$ cat config.mk
export PLATFORM = sky130hd
export DESIGN_NAME = mtimer
export DESIGN_NICKNAME = d
export VERILOG_FILES = /design/src/rtl/mtimer.sv
export SDC_FILE = /design/constraint.sdc
export NUM_CORES = 1
export LEC_CHECK = 0
export CORE_MARGIN = 3
export CORE_UTILIZATION = 64
export DETAILED_ROUTE_END_ITERATION = 16
export GPL_TIMING_DRIVEN = 0
export MAX_ROUTING_LAYER = met4
export PLACE_DENSITY_LB_ADDON = 0.1
export SETUP_SLACK_MARGIN = 0.15
export SLEW_MARGIN = 25
export SYNTH_ARGS = -nofsm -noshare
export SYNTH_HDL_FRONTEND = slang
export SYNTH_SLANG_ARGS = --single-unit
$ cat constraint.sdc
create_clock -name clk -period 5.6 [get_ports clk]
set_input_delay 1.12 -clock clk [delete_from_list [all_inputs] [get_ports clk]]
set_output_delay 1.12 -clock clk [all_outputs]
set_load 0.03 [all_outputs]
$ cat src/rtl/mtimer.sv
// mtimer: machine-mode timer peripheral.
//
// Holds a free-running 64-bit mtime counter advanced by a programmable
// prescaler, a 64-bit mtimecmp register and a CTRL register (EN, DIV).
// t_interrupt is a registered level that is high while the timer is
// enabled and mtime >= mtimecmp (unsigned, inclusive).
//
// Ports:
//   clk          single clock, all state on its rising edge
//   reset        synchronous, active-high
//   bus_sel      request valid, held until bus_ready
//   bus_wr       1 = write, 0 = read
//   bus_addr     byte address; [1:0] ignored
//   bus_wdata    write data
//   bus_rdata    registered read data, valid only with bus_ready, else 0
//   bus_ready    one-cycle completion pulse, one cycle after acceptance
//   t_interrupt  timer interrupt level
//
// Register map (bus_addr[4:2]):
//   0 MTIME_LO, 1 MTIME_HI (reads the snapshot taken by the last MTIME_LO
//   read), 2 MTIMECMP_LO, 3 MTIMECMP_HI, 4 CTRL (bit 0 EN, DIV at bit 8).
//   Other addresses read 0 and ignore writes.
module mtimer #(
  parameter int          PRESCALE_W = 8,
  parameter logic [63:0] CMP_RESET  = 64'hFFFF_FFFF_FFFF_FFFF
) (
  input  logic        clk,
  input  logic        reset,
  input  logic        bus_sel,
  input  logic        bus_wr,
  input  logic [4:0]  bus_addr,
  input  logic [31:0] bus_wdata,
  output logic [31:0] bus_rdata,
  output logic        bus_ready,
  output logic        t_interrupt
);

  typedef enum logic {IDLE, RESP} state_t;

  localparam logic [2:0] IDX_MTIME_LO = 3'd0;
  localparam logic [2:0] IDX_MTIME_HI = 3'd1;
  localparam logic [2:0] IDX_CMP_LO   = 3'd2;
  localparam logic [2:0] IDX_CMP_HI   = 3'd3;
  localparam logic [2:0] IDX_CTRL     = 3'd4;

  state_t                 state_reg;
  logic [63:0]            mtime_reg;
  logic [63:0]            mtimecmp_reg;
  logic                   en_reg;
  logic [PRESCALE_W-1:0]  div_reg;
  logic [PRESCALE_W-1:0]  pcnt_reg;
  logic [31:0]            hi_shadow_reg;

  logic                   accept;
  logic                   wr_en;
  logic                   rd_en;
  logic [2:0]             reg_idx;
  logic                   tick;
  logic [31:0]            ctrl_word;
  logic [31:0]            read_word;
  logic [63:0]            mtime_next;
  logic [PRESCALE_W-1:0]  pcnt_next;
  logic                   unused_addr_bits;

  // Byte offset within a word carries no meaning on this bus.
  assign unused_addr_bits = ^bus_addr[1:0];

  assign reg_idx = bus_addr[4:2];
  assign accept  = (state_reg == IDLE) && bus_sel;
  assign wr_en   = accept && bus_wr;
  assign rd_en   = accept && !bus_wr;
  assign tick    = en_reg && (pcnt_reg == div_reg);

  always_comb begin
    ctrl_word                   = '0;
    ctrl_word[0]                = en_reg;
    ctrl_word[8 +: PRESCALE_W]  = div_reg;
  end

  always_comb begin
    read_word = '0;
    case (reg_idx)
      IDX_MTIME_LO: read_word = mtime_reg[31:0];
      IDX_MTIME_HI: read_word = hi_shadow_reg;
      IDX_CMP_LO:   read_word = mtimecmp_reg[31:0];
      IDX_CMP_HI:   read_word = mtimecmp_reg[63:32];
      IDX_CTRL:     read_word = ctrl_word;
      default:      read_word = '0;
    endcase
  end

  // A bus write to either mtime half overrides that cycle's tick; the
  // untouched half keeps its pre-tick value so no carry leaks into it.
  always_comb begin
    mtime_next = tick ? mtime_reg + 64'd1 : mtime_reg;
    if (wr_en && reg_idx == IDX_MTIME_LO) begin
      mtime_next = {mtime_reg[63:32], bus_wdata};
    end else if (wr_en && reg_idx == IDX_MTIME_HI) begin
      mtime_next = {bus_wdata, mtime_reg[31:0]};
    end
  end

  always_comb begin
    if (wr_en && reg_idx == IDX_CTRL) begin
      pcnt_next = '0;
    end else if (!en_reg || tick) begin
      pcnt_next = '0;
    end else begin
      pcnt_next = pcnt_reg + 1'b1;
    end
  end

  always_ff @(posedge clk) begin
    if (reset) begin
      state_reg     <= IDLE;
      mtime_reg     <= '0;
      mtimecmp_reg  <= CMP_RESET;
      en_reg        <= 1'b0;
      div_reg       <= '0;
      pcnt_reg      <= '0;
      hi_shadow_reg <= '0;
      bus_ready     <= 1'b0;
      bus_rdata     <= '0;
      t_interrupt   <= 1'b0;
    end else begin
      mtime_reg   <= mtime_next;
      pcnt_reg    <= pcnt_next;
      // Registered from the current state, so any change to mtime,
      // mtimecmp or EN shows up on t_interrupt one edge later.
      t_interrupt <= en_reg && (mtime_reg >= mtimecmp_reg);
      bus_ready   <= 1'b0;
      bus_rdata   <= '0;

      case (state_reg)
        IDLE: begin
          if (bus_sel) begin
            state_reg <= RESP;
            bus_ready <= 1'b1;
            if (!bus_wr) begin
              bus_rdata <= read_word;
            end
          end
        end
        RESP: state_reg <= IDLE;
        default: state_reg <= IDLE;
      endcase

      if (wr_en) begin
        case (reg_idx)
          IDX_CMP_LO: mtimecmp_reg[31:0]  <= bus_wdata;
          IDX_CMP_HI: mtimecmp_reg[63:32] <= bus_wdata;
          IDX_CTRL: begin
            en_reg  <= bus_wdata[0];
            div_reg <= bus_wdata[8 +: PRESCALE_W];
          end
          default: ;
        endcase
      end

      // Snapshot the upper half so a LO-then-HI read pair is coherent.
      if (rd_en && reg_idx == IDX_MTIME_LO) begin
        hi_shadow_reg <= mtime_reg[63:32];
      end
    end
  end

endmodule

# --- Word-level counts from Yosys, hierarchy flattened ---
# Cells that the tools add are included.
totals:
  ff_bits: 212
  inputBits: 41
op_classes:
  bitwise: 3
  order_cmp: 1
  n_eq_ne: 6
  add_sub_neg: 2
  muxes: 6
  reduce_logical: 23
ops:
  columns: ["operator", "count"]
  rows:
  - ["$pmux W32 S5", 1]
  - ["$mux W64", 2]
  - ["$add A64 B1 Y64 const B", 1]
  - ["$ge A64 B64 Y1", 1]
  - ["$mux W32", 1]
  - ["$reduce_and A2 Y1", 5]
  - ["$logic_and A1 B1 Y1", 9]
  - ["$add A8 B1 Y8 const B", 1]
  - ["$eq A8 B8 Y1", 1]
  - ["$eq A3 B2 Y1 const B", 2]
  - ["$reduce_bool A2 Y1", 2]
  - ["$reduce_or A4 Y1", 1]
  - ["$eq A3 B1 Y1 const B", 1]
  - ["$eq A3 B3 Y1 const B", 1]
  - ["$logic_not A3 Y1", 1]
  - ["$not A1 Y1", 3]
  - ["$reduce_or A3 Y1", 1]
  - ["$logic_not A1 Y1", 2]
  - ["$ne A2 B2 Y1 const B", 1]
  - ["$pmux W1 S2", 1]
  - ["$reduce_or A2 Y1", 1]
  - ["$logic_or A1 B1 Y1", 1]
  - ["$mux W1", 1]

# --- Longest topological paths before layout ---
depth:
  ltp_word: 6
  ltp_mapped: 9
  ltp_nobuf: 9

# --- Worst setup path before layout ---
# Ideal clock, no wire load.
synth_timing:
  kind: "input-to-reg"
  start: "input bus_addr[2]"
  end: "register mtime_reg[10]"
  setup_time_ps: 86
  arrival_time_ps: 2793
  stages: 9
  n_path_buf: 3
  setup_slack_ps: 2722
  required_time_ps: 5514
  path_cell_list: "buf_2 > nor2b_1 > or4b_1 > clkbuf_1 > nand2_1 > buf_2 > nor3_1 > xnor2_1 > a211oi_1"
synth_via:
  elab_chain_len: 4
  elab_cells_between_ends: 8
  classes_between: "2 x eq/ne; 1 x mux; 5 x reduce/logical"
synth_lines:
  columns: ["element", "line", "source"]
  rows:
  - ["start, declared", "31", "input logic [4:0] bus_addr,"]
  - ["$eq A3 B1 Y1 / $logic_not A3 Y1 (equally long branches)", "98, 96", null]
  - ["$logic_and A1 B1 Y1, on equally long branches", "98, 96", null]
  - ["$ne A2 B2 Y1 (no line) / $reduce_bool A2 Y1 (equally long branches)", null, null]
  - ["$reduce_and A2 Y1 (no line)", null, null]
  - ["end signal, assigned", "126", "mtime_reg <= mtime_next;"]
  - ["end, declared", "47", "logic [63:0] mtime_reg;"]
# Several ways; a longest one is shown, not always the timed one.
# A chain may end at the register's enable or synchronous reset.

# --- Worst setup path after layout ---
layout_timing:
  start: "input bus_addr[3]"
  end: "register mtimecmp_reg[27]"
layout_via:
  elab_chain_len: 2
layout_lines:
  columns: ["element", "line", "source"]
  rows:
  - ["$eq A3 B2 Y1", "149", "case (reg_idx)"]
  - ["$reduce_and A2 Y1 (no line)", null, null]
  - ["end signal, assigned", "150", "IDX_CMP_LO: mtimecmp_reg[31:0] <= bus_wdata;"]
  - ["end, declared", "48", "logic [63:0] mtimecmp_reg;"]
# No other way between the ends.

==> impl_metrics.py <==
metrics = {
    "logic_synthesis": {
        "synth.area.mux_share_pct": 3.51,
        "synth_edf_count": 0,
        "synthFlopType": "sky130_fd_sc_hd__dfxtp_1",
        "synth.avg_cell_area_um2": 8.37,
        "adder_cell_share_of_the_synthesized_area_pct": 7.38,
        "synthesis.yosys.warnings": 0,
        "synth_seq_area_share_pct": 37.7,
        "synth_instances": 1338,
        "share_of_the_synthesized_area_in_compound_gates_ao_oa_aoi_oai_pct": 21.3,
        "synth_async_sr_flop_share_pct": 0,
        "synth_top_family_by_area": "compound AO/OA/AOI/OAI gates",
        "synth_fp_nets": 1445,
        "post_synth_simple_gate_area_pct": 21.2,
        "yosys.area_share.xor_xnor_pct": 3.44,
        "netlist_area_mm2": 0.0112,
        "synth.ff_latch_count": 211,
        "synth_cell_types": 67,
    },
    "die": {
        "floorplan.die_area_mm2": 0.0191,
        "rows": 47,
        "start_util_pct": 66.3,
        "die_h_um": 138,
        "boundaryPins": 75,
        "chipWidth_um": 138,
        "core_region_area_mm2": 0.0169,
    },
    "clocking": {
        "post_cts_hold_buffer_count": 0,
        "cts_sinks": 211,
        "cts-htree-levels": 1,
        "cts_tree": "yes",
        "cts_root_buf": "sky130_fd_sc_hd__clkbuf_16",
        "postCtsSetupRepairBufs": 0,
        "ctsLongestPathBuffers": 3,
        "post_cts.resized_instances": 0,
        "clkSlewWorstSetupHoldPaths_ns": 0.06,
        "numCtsBuffers": 23,
        "clock_latency_ns": 0.51,
    },
    "global_route": {
        "antenna_found_initial": 0,
        "global_route_wire_length_before_repair_um": 58700,
        "grt.total_usage_pct": 39.6,
        "grt_max_degree": 14,
        "global_route.overflow_total": 0,
        "via_count_of_the_first_global_routing_pass": 10500,
    },
    "final_layout": {
        "final_cells": 1667,
        "drive_above_1_share_pct": 6.36,
        "syn_to_layout_area_delta_pct": 14.7,
        "fin_util_pct": 76.0,
        "fillers": 1297,
        "antenna_cells_inserted": 0,
        "final_net_count": 1539,
    },
    "worst_setup_path": {
        "regToRegSetupSlack_ns": 1.91,
        "critPathTopFamily": "buffers and inverters",
        "timing.critical_path.slowest_stage_cell": "sky130_fd_sc_hd__nor3b_1",
        "critical-path-max-stage-delay_ns": 0.74,
        "r2r.worst_path.cells": 8,
        "timing.critical_path.arrival_ns": 4.61,
        "kind_of_end_point_of_the_critical_path": "register",
        "critical_path.reg2reg.startpoint": "mtime_reg[17]",
        "critical_path_start_type": "primary input",
        "critical_path_cell_count": 8,
        "cp.buffers_inverters": 4,
        "worstSetupEndpoint": "mtimecmp_reg[27]",
        "series_of_cell_instances_along_the_critical_path": "clkdlybuf4s50_1 -> buf_2 -> nor3b_1 -> and2_1 -> clkbuf_1 -> buf_1 -> nor2_1 -> a211o_1",
        "critical_path.max_fanout": 10,
        "type_of_the_worst_setup_path": "primary input to register",
        "worstReg2RegEnd": "t_interrupt",
        "worstSetupStartpoint": "bus_addr[3]",
        "cp_data_required_time_ns": 5.99,
    },
    "placed_design": {
        "numPlacedInstances": 1627,
        "io_buffers": 69,
        "globalplace.congestion": 1.02,
        "hpwlAfterDp_um": 27400,
    },
    "power": {
        "worst_ir_drop_vdd_mv": 0.245,
        "leakagePower_nw": 5.28,
        "pwr_density_cell_mw_per_mm2": 252,
    },
    "route": {
        "remaining_drc_errors": 0,
        "drt_iter0_drc": 1498,
        "wl_um": 38200,
        "firstDrtPassIters": 8,
        "routed_length_per_instance_um": 22.9,
        "detail-route-antenna-nets": 0,
        "drt-vias-per-instance": 6.71,
        "via_count": 11200,
    },
    "min_path": {
        "worst_hold_path_type": "register to register",
    },
    "status": {
        "outcome": "finished, final reports clean",
    },
    "sta": {
        "relSlewSlack_pct": 17.6,
        "fmax_mhz": 237,
        "final.setup.tns_ns": 0,
        "finalMaxSlewViolations": 0,
        "rsz0062_at_grt": "no",
        "hold_ws_ns": 0.455,
        "timing_worst_slew_pin_value_ns": 1.20,
        "post-route-min-period_ns": 4.22,
        "fin_worst_skew_ns": 0.0156,
        "final_min_period_over_clock_period_pct": 75.4,
        "finalHoldViolations": 0,
        "setup_viol": 0,
    },
    "flow_run": {
        "max_cap_violations": 0,
    },
}
-- synthesized netlist by cell type, types with 5 or more instances --
cell / n / share of area (%)
sky130_fd_sc_hd__nor3_1: 22 / 0.98
sky130_fd_sc_hd__a211oi_1: 38 / 2.5
sky130_fd_sc_hd__nor2b_1: 5 / 0.28
sky130_fd_sc_hd__o21ai_0: 31 / 1.4
sky130_fd_sc_hd__and4_1: 8 / 0.63
sky130_fd_sc_hd__a21oi_1: 83 / 3.7
sky130_fd_sc_hd__nand4_1: 21 / 1.2
sky130_fd_sc_hd__or3_1: 14 / 0.78
sky130_fd_sc_hd__nand3_1: 42 / 1.9
sky130_fd_sc_hd__a211o_1: 64 / 5.0
sky130_fd_sc_hd__a22oi_1: 53 / 3.6
sky130_fd_sc_hd__nor4_1: 5 / 0.28
sky130_fd_sc_hd__xnor2_1: 25 / 2.0
sky130_fd_sc_hd__dfxtp_1: 211 / 38
sky130_fd_sc_hd__inv_1: 75 / 2.5
sky130_fd_sc_hd__mux2i_1: 10 / 0.89
sky130_fd_sc_hd__o22a_1: 9 / 0.70
sky130_fd_sc_hd__buf_2: 10 / 0.45
sky130_fd_sc_hd__mux2_2: 22 / 2.2
sky130_fd_sc_hd__nor4_4: 6 / 1.1
sky130_fd_sc_hd__a31oi_1: 15 / 0.84
sky130_fd_sc_hd__buf_1: 11 / 0.37
sky130_fd_sc_hd__xor2_1: 19 / 1.5
sky130_fd_sc_hd__nand2_1: 150 / 5.0
sky130_fd_sc_hd__and2_1: 7 / 0.39
sky130_fd_sc_hd__and3_1: 15 / 0.84
sky130_fd_sc_hd__o32ai_1: 5 / 0.39
sky130_fd_sc_hd__a21o_1: 8 / 0.54
sky130_fd_sc_hd__clkbuf_1: 63 / 2.1
sky130_fd_sc_hd__ha_1: 66 / 7.4
sky130_fd_sc_hd__nor2_1: 162 / 5.4
sky130_fd_sc_hd__a311oi_1: 5 / 0.39
-- tightest hold or removal path: cells and delay by family (launching register included) --
family / cells / cell delay (ns)
simple gates: 1 / 0.05
flops: 1 / 0.31
compound gates: 1 / 0.05
-- logic make-up (layout without fill, tap and decap cells) --
family,Yosys count,count (layout)
AOI/OAI and AO/OA,339,339
muxes,34,34
DFF,211,211
xor gates and xnor gates,44,44
buffers and inverters,160,269
adders and majority gates,66,66
and+or+nand+nor,484,484
-- through the flow --
step | cell area, µm² | setup slack, ns | power [mW]
floorplan | 11200 | 2.72 | 1.73
global placement | 12200 | 1.11 | 1.84
detailed placement | 12200 | 1.09 | 1.85
CTS | 12800 | 1.59 | 3.22
global route | 12800 | 1.47 | 3.31
finish | 12800 | 1.38 | 3.23
-- layout make-up --
| type | count | area [µm²] | area share (%) |
|---|---|---|---|
| multi-input cells | 967 | 6350 | 49.5 |
| flip-flops and latches | 211 | 4220 | 32.9 |
| repair buffers | 69 | 691 | 5.38 |
| clock buffers | 32 | 629 | 4.90 |
| plain buffers | 85 | 335 | 2.61 |
| inverters | 75 | 282 | 2.19 |
| well taps | 220 | 275 | 2.14 |
| clock inverters | 8 | 45.0 | 0.351 |
-- worst min-delay path by stage --
| stage | depth (start not counted) | to | slack, ns | from |
|---|---|---|---|---|
| 5_1_grt | 2 | bus_rdata[4] | 0.48 | mtimecmp_reg[4] |
| 2_1_floorplan | 2 | bus_rdata[16] | 0.43 | mtimecmp_reg[16] |
| 6_report | 2 | bus_rdata[24] | 0.45 | mtimecmp_reg[24] |
| 4_1_cts | 2 | bus_rdata[25] | 0.45 | mtimecmp_reg[25] |
| 3_5_place_dp | 2 | bus_rdata[7] | 0.44 | mtimecmp_reg[7] |
| 3_3_place_gp | 2 | bus_rdata[28] | 0.44 | mtimecmp_reg[28] |
-- layout by cell type, fill, tap and decap left out, types with 7 or more instances in the layout --
cell type                         Yosys  layout
sky130_fd_sc_hd__dfxtp_1            211     211
sky130_fd_sc_hd__nor2_1             162     162
sky130_fd_sc_hd__nand2_1            150     150
sky130_fd_sc_hd__a21oi_1             83      83
sky130_fd_sc_hd__inv_1               75      75
sky130_fd_sc_hd__clkbuf_1            63      70
sky130_fd_sc_hd__clkdlybuf4s50_1      0      69
sky130_fd_sc_hd__ha_1                66      66
sky130_fd_sc_hd__a211o_1             64      64
sky130_fd_sc_hd__a22oi_1             53      53
sky130_fd_sc_hd__nand3_1             42      42
sky130_fd_sc_hd__a211oi_1            38      38
sky130_fd_sc_hd__o21ai_0             31      31
sky130_fd_sc_hd__xnor2_1             25      25
sky130_fd_sc_hd__clkbuf_16            0      23
sky130_fd_sc_hd__nor3_1              22      22
sky130_fd_sc_hd__mux2_2              22      22
sky130_fd_sc_hd__nand4_1             21      21
sky130_fd_sc_hd__xor2_1              19      19
sky130_fd_sc_hd__and3_1              15      15
sky130_fd_sc_hd__a31oi_1             15      15
sky130_fd_sc_hd__or3_1               14      14
sky130_fd_sc_hd__buf_1               11      11
sky130_fd_sc_hd__buf_2               10      10
sky130_fd_sc_hd__mux2i_1             10      10
sky130_fd_sc_hd__o22a_1               9       9
sky130_fd_sc_hd__and4_1               8       8
sky130_fd_sc_hd__a21o_1               8       8
sky130_fd_sc_hd__and2_1               7       7
-- where the power goes --
part | switching [mW] | internal [mW]
Combinational | 0.170 | 0.0981
Clock | 0.620 | 0.783
Sequential | 0.0326 | 1.53
-- metal layers --
metal | global-route usage, % | share of wire, %
met1 | 53.8 | 39
met5 | - | 0
met3 | 6.77 | 13
met2 | 59.0 | 43
met4 | 15.7 | 4.8
Note: power is estimated with default switching activity, not from simulation.
